`config.mk`:
```
export PLATFORM = sky130hd
export DESIGN_NAME = pipelined_rca_flat
export DESIGN_NICKNAME = d
export VERILOG_FILES = /design/src/rtl/pipelined_rca_if.sv /design/src/rtl/pipelined_rca.sv /design/src/flat_wrapper.sv
export SDC_FILE = /design/constraint.sdc
export NUM_CORES = 1
export LEC_CHECK = 0
export ABC_AREA = 1
export BUFFER_PORTS_ARGS = -buffer_cell sky130_fd_sc_hd__clkbuf_2
export CAP_MARGIN = 20
export CORE_ASPECT_RATIO = 1.2
export CORE_UTILIZATION = 30
export CTS_BUF_LIST = sky130_fd_sc_hd__clkbuf_8
export CTS_CLUSTER_DIAMETER = 30
export DETAILED_ROUTE_END_ITERATION = 12
export PLACE_DENSITY = 0.44
export SYNTH_ARGS = -nofsm -noshare
export SYNTH_HDL_FRONTEND = slang
export SYNTH_SLANG_ARGS = --single-unit
```
`constraint.sdc`:
```
create_clock -name clk -period 2.8 [get_ports clk]
set_input_delay 0.14 -clock clk [delete_from_list [all_inputs] [get_ports clk]]
set_output_delay 0.14 -clock clk [all_outputs]
set_load 0.1 [all_outputs]
```
`src/rtl/pipelined_rca_if.sv`:
```
// Streaming bus for the pipelined ripple-carry adder: operands in, result out,
// each side with its own valid/ready pair.
interface pipelined_rca_if #(
    parameter int unsigned WIDTH = 16
) ();
    logic [WIDTH-1:0] a;
    logic [WIDTH-1:0] b;
    logic             cin;
    logic             sub;
    logic             in_valid;
    logic             in_ready;
    logic [WIDTH-1:0] sum;
    logic             cout;
    logic             ovf;
    logic             out_valid;
    logic             out_ready;

    modport master (
        output a, b, cin, sub, in_valid, out_ready,
        input  in_ready, sum, cout, ovf, out_valid
    );

    modport slave (
        input  a, b, cin, sub, in_valid, out_ready,
        output in_ready, sum, cout, ovf, out_valid
    );
endinterface

```
`src/rtl/pipelined_rca.sv`:
```
// Pipelined ripple-carry adder/subtractor: stage k ripples CW bits and registers
// its carry; operands are skewed in and results deskewed out with one global stall.
module pipelined_rca #(
    parameter int unsigned WIDTH  = 16,
    parameter int unsigned STAGES = 4
) (
    input logic            clk,
    input logic            rst_n,
    pipelined_rca_if.slave bus
);
    localparam int unsigned CW = WIDTH / STAGES;

    // Each stage holds full-width operand/result words; chunks below k in the
    // operands and above k in the result are unused and trimmed by synthesis.
    logic [WIDTH-1:0] a_q [STAGES];
    logic [WIDTH-1:0] b_q [STAGES];
    logic [WIDTH-1:0] s_q [STAGES];
    logic             c_q [STAGES];
    logic             v_q [STAGES];
    logic             ovf_q;

    logic [WIDTH-1:0] a_d [STAGES];
    logic [WIDTH-1:0] b_d [STAGES];
    logic [WIDTH-1:0] s_d [STAGES];
    logic             c_d [STAGES];
    logic             ovf_d;
    logic             carry;
    logic             carry_new;
    logic             carry_msb_in;
    logic             adv;

    assign adv = !v_q[STAGES-1] || bus.out_ready;

    always_comb begin
        ovf_d        = 1'b0;
        carry        = 1'b0;
        carry_new    = 1'b0;
        carry_msb_in = 1'b0;
        for (int unsigned k = 0; k < STAGES; k++) begin
            // Subtract is resolved at capture so later stages only ever add.
            if (k == 0) begin
                a_d[k] = bus.a;
                b_d[k] = bus.sub ? ~bus.b : bus.b;
                s_d[k] = '0;
                carry  = bus.sub ? ~bus.cin : bus.cin;
            end else begin
                a_d[k] = a_q[(k == 0) ? 0 : k - 1];
                b_d[k] = b_q[(k == 0) ? 0 : k - 1];
                s_d[k] = s_q[(k == 0) ? 0 : k - 1];
                carry  = c_q[(k == 0) ? 0 : k - 1];
            end
            for (int unsigned i = 0; i < CW; i++) begin
                s_d[k][k*CW+i] = a_d[k][k*CW+i] ^ b_d[k][k*CW+i] ^ carry;
                carry_new      = (a_d[k][k*CW+i] & b_d[k][k*CW+i]) |
                                 (a_d[k][k*CW+i] & carry) |
                                 (b_d[k][k*CW+i] & carry);
                carry_msb_in   = carry;
                carry          = carry_new;
            end
            c_d[k] = carry;
            if (k == STAGES - 1) begin
                ovf_d = carry_msb_in ^ carry;
            end
        end
    end

    always_ff @(posedge clk or negedge rst_n) begin
        if (!rst_n) begin
            for (int unsigned k = 0; k < STAGES; k++) begin
                a_q[k] <= '0;
                b_q[k] <= '0;
                s_q[k] <= '0;
                c_q[k] <= 1'b0;
                v_q[k] <= 1'b0;
            end
            ovf_q <= 1'b0;
        end else if (adv) begin
            for (int unsigned k = 0; k < STAGES; k++) begin
                a_q[k] <= a_d[k];
                b_q[k] <= b_d[k];
                s_q[k] <= s_d[k];
                c_q[k] <= c_d[k];
                v_q[k] <= (k == 0) ? bus.in_valid : v_q[(k == 0) ? 0 : k - 1];
            end
            ovf_q <= ovf_d;
        end
    end

    assign bus.in_ready  = adv;
    assign bus.sum       = s_q[STAGES-1];
    assign bus.cout      = c_q[STAGES-1];
    assign bus.ovf       = ovf_q;
    assign bus.out_valid = v_q[STAGES-1];
endmodule

```
`src/flat_wrapper.sv`:
```
// flat-port wrapper written by rule: the top's interface ports become plain ports
module pipelined_rca_flat 
#(
    parameter int unsigned WIDTH  = 16,
    parameter int unsigned STAGES = 4
)
  (clk, rst_n, bus_a, bus_b, bus_cin, bus_sub, bus_in_valid, bus_out_ready, bus_in_ready, bus_sum, bus_cout, bus_ovf, bus_out_valid);
  pipelined_rca_if #(.WIDTH(WIDTH)) bus_i ();
  input logic clk;
  input logic rst_n;
  input wire logic [$bits(bus_i.a)-1:0] bus_a;
  input wire logic [$bits(bus_i.b)-1:0] bus_b;
  input wire logic [$bits(bus_i.cin)-1:0] bus_cin;
  input wire logic [$bits(bus_i.sub)-1:0] bus_sub;
  input wire logic [$bits(bus_i.in_valid)-1:0] bus_in_valid;
  input wire logic [$bits(bus_i.out_ready)-1:0] bus_out_ready;
  output wire logic [$bits(bus_i.in_ready)-1:0] bus_in_ready;
  output wire logic [$bits(bus_i.sum)-1:0] bus_sum;
  output wire logic [$bits(bus_i.cout)-1:0] bus_cout;
  output wire logic [$bits(bus_i.ovf)-1:0] bus_ovf;
  output wire logic [$bits(bus_i.out_valid)-1:0] bus_out_valid;
  assign bus_i.a = bus_a;
  assign bus_i.b = bus_b;
  assign bus_i.cin = bus_cin;
  assign bus_i.sub = bus_sub;
  assign bus_i.in_valid = bus_in_valid;
  assign bus_i.out_ready = bus_out_ready;
  assign bus_in_ready = bus_i.in_ready;
  assign bus_sum = bus_i.sum;
  assign bus_cout = bus_i.cout;
  assign bus_ovf = bus_i.ovf;
  assign bus_out_valid = bus_i.out_valid;
  pipelined_rca #(.WIDTH(WIDTH), .STAGES(STAGES)) u_core (.clk(clk), .rst_n(rst_n), .bus(bus_i));
endmodule
```
==> results of run 1 <==
metrics by stage:
stage                util  hold slack, ns
finish              0.363          0.0131
global route        0.363          0.0208
CTS                 0.363        0.000651
detailed placement  0.338           0.153
global placement    0.338           0.148
floorplan               -          -0.156
cell usage after synthesis:
cell type / instances
dfrtp_1: 97
nand2_2: 1
xnor2_1: 2
o21ai_0: 63
nand2_1: 176
fa_1: 16
nor2_4: 1
buf_6: 1
xor2_1: 3
inv_1: 61
buf_2: 10
clkbuf_1: 5
buf_4: 7
inv_2: 1
nand3_1: 13
cells by family (layout without fill, tap and decap cells):
logic type                 Yosys count  in the layout
xor gates and xnor gates             5              5
DFF                                 97             97
buffers and inverters               85            151
and+or+nand+nor                    191            191
adders and majority gates           16             16
AOI/OAI and AO/OA                   63             63
routing by layer:
metal  wire length [um]  global-route usage  part of all wire
met4                156              0.0570             0.020
met3                273              0.0282             0.034
met1               3980               0.174              0.50
met5                  0                   0                 0
met2               3510               0.174              0.44
repair_timing:
action | CTS | global route
gates resized for setup | 0 | 0
hold endpoints to repair | 50 | 0
hold buffers | 13 | 0
area by class of cell:
cell class	count	area share
flip-flops and latches	97	0.485
multi-input cells	275	0.285
clock buffers	10	0.0275
repair buffers	74	0.0971
well taps	171	0.0428
inverters	62	0.0465
clock inverters	5	0.0160
sequential cells by signal (all words and copies together), names as in the netlist:
register              count
u_core.b_d               24
u_core.bus.ovf            1
u_core.v_q                3
u_core.bus.out_valid      1
u_core.a_d               24
u_core.bus.cout           1
u_core.bus.sum           16
u_core.c_q                3
u_core.s_d               24
how the worst min path moves through the flow:
stage              from              to  cells after the start
6_report       bus_a[6]  u_core.a_d[38]                      3
5_1_grt        bus_a[6]  u_core.a_d[38]                      3
4_1_cts        bus_a[6]  u_core.a_d[38]                      3
3_5_place_dp      rst_n  u_core.a_d[46]                      1
3_3_place_gp      rst_n  u_core.a_d[46]                      1
2_1_floorplan     rst_n  u_core.a_d[12]                      0
power breakdown:
| group | internal, mW | leakage, nW | total [mW] | switching, mW |
|---|---|---|---|---|
| Clock | 0.521 | 0.104 | 1.00 | 0.479 |
| Combinational | 0.642 | 1.32 | 2.59 | 1.95 |
| Sequential | 2.02 | 1.17 | 2.31 | 0.287 |
| Total | 3.18 | 2.60 | 5.90 | 2.72 |
critical path, cell delays in order, from the launching register on:
cell     delay (ns)
dfrtp_1        0.37
inv_1          0.08
fa_1           0.17
inv_1          0.05
fa_1           0.44
fa_1           0.45
inv_1          0.11
fa_1           0.39
o21ai_0        0.16
==> flow_summary.ini, run 1 <==
[synthesis]
syn-instance-count = 457
synth-xor-area-share = 0.0104
ys_types = 15
ys_warn_count = 0
ys_seq_area_frac = 0.576
avgSynthCellArea_um2 = 9.22
ys_seq_elements = 97
synth_simple_gate_area_frac = 0.176
synthAdderAreaFrac = 0.0760
netlist_top_cells_area = dfrtp_1 58%, nand2_1 16%, fa_1 7.6%, o21ai_0 7.5%, inv_1 5.4%
netlist_area_mm2 = 0.00422
synth-compound-area-share = 0.0748
synth.mux.area_fraction = 0
synth_top_cell_by_area = dfrtp_1
yosysTopAreaCellShare = 0.576
synth_top_family_by_area = simple AND/OR/NAND/NOR gates
syn-num-nets = 511

[floorplanning]
placementRows = 47
core-area_mm2 = 0.0138
dieArea_mm2 = 0.0145
start_util = 0.306
dieWidth_um = 110
dieHeight_um = 132
io_pins = 58

[pwr]
p_per_area_mw_per_mm2 = 1180
max-vdd-ir-drop_mv = 0.690
power.total_mw = 5.90
p_leak_nw = 2.60

[routing]
first_iter_violations = 157
drtAntennaViolNets = 0
drt_pass1_iterations = 4
drc = 0
totalWireLength_um = 7920
viasPerCell = 4.14
vias = 2875
routedWlPerCell_um = 11.4

[finish]
finalNonFillerCells = 694
final_cell_mix = 176 x nand2_1, 97 x dfrtp_1, 63 x o21ai_0, 61 x inv_1, 56 x clkbuf_2
fill_cells = 1460
drive_gt1_frac = 0.151
syn_to_final_growth_pct = 18.6
multi_input_area_mm2 = 0.00142
final_common_cell = nand2_1
design_area_mm2 = 0.00500
diodes = 0
layout.nets = 573
seq_area_mm2 = 0.00243

[clock_network]
clk_latency_ns = 0.37
root_buffer = clkbuf_8
cts_buffer_depth = 2
cts_tree = done
cts_buffers = 9
clkTransAtPathRegs_ns = 0.09
cts.sinks = 97
htreeDepth = 3
post_cts_buffers = 0

[timing]
rsz0062_at_grt = false
hold_viol = 0
clock.fmax_mhz = 436
relSlewSlack = 0.639
tightest_slew_ns = 0.544
slew_violations = 0
finalSetupTns_ns = 0
fin_crit_ns = 2.29
finalClockSkew_ns = 0.00980
setup_slack_ns = 0.507
finalSetupViolations = 0
fin_crit_sh = 0.819

[global_routing]
grt_pass1_vias = 2757
track_usage = 0.122
gr-total-overflow = 0
grt_start_max_net_pins = 84
antenna_found_initial = 0
grt_pass1_wl_um = 13600

[critical_path]
regToRegStartpoint = u_core.b_d[12]
cp-startpoint = u_core.b_d[12]
crit_fanout = 2
reg2regPathDepth = 8
worstPathArrival_ns = 2.58
reg2reg_to = u_core.bus.sum[15]
crit_path_end = u_core.bus.sum[15]
endpoint_kind = flop
worstPathRequired_ns = 3.09
r2r_setup_slack_ns = 0.51
path_class = flop to flop
cp-start-kind = flop

[placed_design]
preCtsSetupSlack_ns = 0.390
place_congestion = 0.762
post_dp_cell_area_mm2 = 0.00465
hpwl_um = 5260
io_buffers = 57
dp.cells = 666

[flow_run]
cap_violations = 0

[worst_hold_path]
hold_path_class = input pin to flop

[outcome]
status = finished, final reports clean
Note: power is estimated with default switching activity, not from simulation.
==> run 2: changes to the inputs <==
--- a/config.mk
+++ b/config.mk
@@ -5,7 +5,7 @@
 export SDC_FILE = /design/constraint.sdc
 export NUM_CORES = 1
 export LEC_CHECK = 0
-export ABC_AREA = 1
+export ABC_AREA = 0
 export BUFFER_PORTS_ARGS = -buffer_cell sky130_fd_sc_hd__clkbuf_2
 export CAP_MARGIN = 20
 export CORE_ASPECT_RATIO = 1.2
@@ -13,7 +13,7 @@
 export CTS_BUF_LIST = sky130_fd_sc_hd__clkbuf_8
 export CTS_CLUSTER_DIAMETER = 30
 export DETAILED_ROUTE_END_ITERATION = 12
-export PLACE_DENSITY = 0.44
+export PLACE_DENSITY = 0.46
 export SYNTH_ARGS = -nofsm -noshare
 export SYNTH_HDL_FRONTEND = slang
 export SYNTH_SLANG_ARGS = --single-unit
==> constraint.sdc (replaced) <==
create_clock -name clk -period 1.9 [get_ports clk]
set_input_delay 0.095 -clock clk [delete_from_list [all_inputs] [get_ports clk]]
set_output_delay 0.095 -clock clk [all_outputs]
set_load 0.1 [all_outputs]
==> flow_summary.ini, run 2 <==
[outcome]
status = finished with violations
violations = setup timing

[finish]
final_common_cell = dfrtp_1
post-route-util = 0.375
final_cell_mix = 96 x dfrtp_1, 77 x mux2_2, 54 x clkbuf_2, 15 x inv_2, 15 x fa_2
layout.nets = 412
syn_to_final_growth_pct = 22.3
finalNonFillerCells = 534
drive_gt1_frac = 0.562
diodes = 0

[pwr]
p_leak_nw = 2.32
p_sw_mw = 3.93
combPwrFrac = 0.486
power.total_mw = 9.27
p_per_area_mw_per_mm2 = 1800
pwr-share-seq = 0.382
max-vdd-ir-drop_mv = 0.845
pwr-share-clk = 0.132
p_int_mw = 5.34
p_sw_frac = 0.424

[synthesis]
yosysTopAreaCellShare = 0.575
synth_top_family_by_area = multiplexers
netlist_area_mm2 = 0.00422
synth_top_cell_by_area = dfrtp_1
ys_seq_elements = 97
ys.flop_type = dfrtp_1
synth-xor-area-share = 0.0373
syn-num-nets = 331
synth-compound-area-share = 0.0107
ys_seq_area_frac = 0.575
avgSynthCellArea_um2 = 15.2
synthAdderAreaFrac = 0.0759
synth_simple_gate_area_frac = 0.0207
synth.mux.area_fraction = 0.234
netlist_top_cells_area = dfrtp_1 57%, mux2_2 21%, fa_1 7.6%, xor2_1 2.7%, inv_1 2.2%
ys_types = 14
synth_edf_count = 0
syn-instance-count = 277
synth.top_cells.by_count = 97 x dfrtp_1, 79 x mux2_2, 25 x inv_1, 16 x fa_1, 13 x xor2_1
ys_warn_count = 0
synth.most_common_cell = dfrtp_1
synthArstFlopShare = 1.00

[critical_path]
r2r_setup_slack_ns = -0.22
reg2reg_to = u_core.bus.ovf
reg2regPathDepth = 9
crit_path_end = u_core.bus.ovf
cp-startpoint = u_core.c_q[1]
slowest_stage = fa_2
worstPathRequired_ns = 2.16
endpoint_kind = flop
worstPathArrival_ns = 2.38
cp_common_cell = fa_2
cp-start-kind = flop
cp_cell_sequence = inv_2 > fa_2 > inv_2 > fa_2 > fa_2 > inv_2 > fa_2 > xnor2_1 > mux2_2
critical-path-max-stage-delay_ns = 0.38
crit_fanout = 2
path_class = flop to flop
regToRegStartpoint = u_core.c_q[1]

[floorplanning]
dieArea_mm2 = 0.0146
placementRows = 47
io_pins = 58
dieHeight_um = 132
core-area_mm2 = 0.0138
start_util = 0.307
dieWidth_um = 110

[placed_design]
hpwl_um = 4810
place_congestion = 0.691
io_buffers = 57
preCtsSetupSlack_ns = -0.394
dp.cells = 500

[routing]
routedWlPerCell_um = 13.7
vias = 2258
first_iter_violations = 90
drt_pass1_iterations = 3
totalWireLength_um = 7300
drtAntennaViolNets = 0
drc = 0
viasPerCell = 4.23

[timing]
slew_violations = 0
finalSetupViolations = 4
clock.fmax_mhz = 472
fin_crit_ns = 2.12
relSlewSlack = 0.619
hold_viol = 0
tightest_slew_ns = 0.573
finalClockSkew_ns = 0.00887
finalSetupTns_ns = -0.724
setup_slack_ns = -0.220
fin_crit_sh = 1.12
rsz0062_at_grt = true

[worst_hold_path]
hold_path_class = input pin to flop

[clock_network]
cts_buffers = 9
cts_buffer_depth = 2
clkTransAtPathRegs_ns = 0.09
cts.sinks = 97
root_buffer = clkbuf_8
cts_tree = done
clk_latency_ns = 0.36
htreeDepth = 3

[global_routing]
antenna_found_initial = 0
gr-total-overflow = 0
grt_pass1_vias = 2406
track_usage = 0.115
grt_pass1_wl_um = 12600
grt_start_max_net_pins = 98

[flow_run]
cap_violations = 0
run 2: cell types whose count changed in the layout (fill, tap and decap cells not counted), sizes merged, moves of 10 or more:
cell / before / now
inv: 62 / 27
nand2: 177 / 0
nand3: 13 / 0
buf: 5 / 16
o21ai: 63 / 0
xor2: 3 / 13
mux2: 0 / 83
run 2: power by group through the flow:
stage	Sequential [mW]	Clock, mW	Combinational [mW]
3_3_place_gp	3.58	0	4.35
6_report	3.54	1.23	4.51
5_1_grt	3.68	1.37	4.87
3_5_place_dp	3.60	0	4.39
4_1_cts	3.56	1.29	4.52
2_1_floorplan	4.93	0	2.07
run 2: area by class of cell:
| cell class | instances | area, um^2 |
|---|---|---|
| clock buffer | 11 | 151 |
| clock inverter | 5 | 22.5 |
| fill | 1384 | 8600 |
| inverter | 25 | 93.8 |
| multi-input combinational | 141 | 1670 |
| sequential | 97 | 2430 |
| tap | 171 | 214 |
| timing repair buffer | 84 | 581 |
run 2: how the worst min path moves through the flow:
stage / startpoint / to / cells past startpoint
final: bus_b[4] / u_core.b_d[36] / 3
after global routing: bus_b[4] / u_core.b_d[36] / 3
after CTS: bus_b[4] / u_core.b_d[36] / 3
after floorplan: rst_n / u_core.a_d[12] / 0
after global placement: rst_n / u_core.a_d[45] / 2
after detailed placement: rst_n / u_core.a_d[45] / 2
run 2: logic make-up (layout without fill, tap and decap cells):
family          after synthesis  in the layout
compound gates                9              9
flops                        97             97
simple gates                 11             11
fa+ha+maj                    16             16
buf+inv                      39            125
mux                          87             87
xor+xnor                     18             18
run 2: layer usage:
metal / vias up / track usage / wire length [um]
li1: 1074 / - / -
met1: 1138 / 0.166 / 3500
met2: 35 / 0.163 / 3400
met3: 11 / 0.0277 / 256
met4: 0 / 0.0548 / 147
met5: - / 0 / 0
run 2: what timing repair did:
| item | 4_1_cts | 5_1_grt |
|---|---|---|
| pin swaps | 3 | 0 |
| setup endpoints to repair | 7 | 10 |
| buffers inserted | 2 | 2 |
| gates resized for setup | 8 | 7 |
| hold buffers | 14 | 0 |
| endpoints found under the hold margin | 110 | 0 |
run 2: metrics by stage:
stage                     hold WS [ns]  instance area [um^2]
after global routing            0.0123                  5160
after floorplan                 -0.201                  4300
after global placement           0.201                  4790
after CTS                     0.000581                  5130
final                           0.0213                  5160
after detailed placement         0.202                  4790
run 2: worst max-delay path, delay by kind of cell, from the launching register on:
kind | cells | cell delay [ns]
XOR/XNOR | 1 | 0.13
adder cells (fa/ha/maj) | 4 | 1.13
buffers and inverters | 3 | 0.15
flip-flops | 1 | 0.35
multiplexers | 1 | 0.26
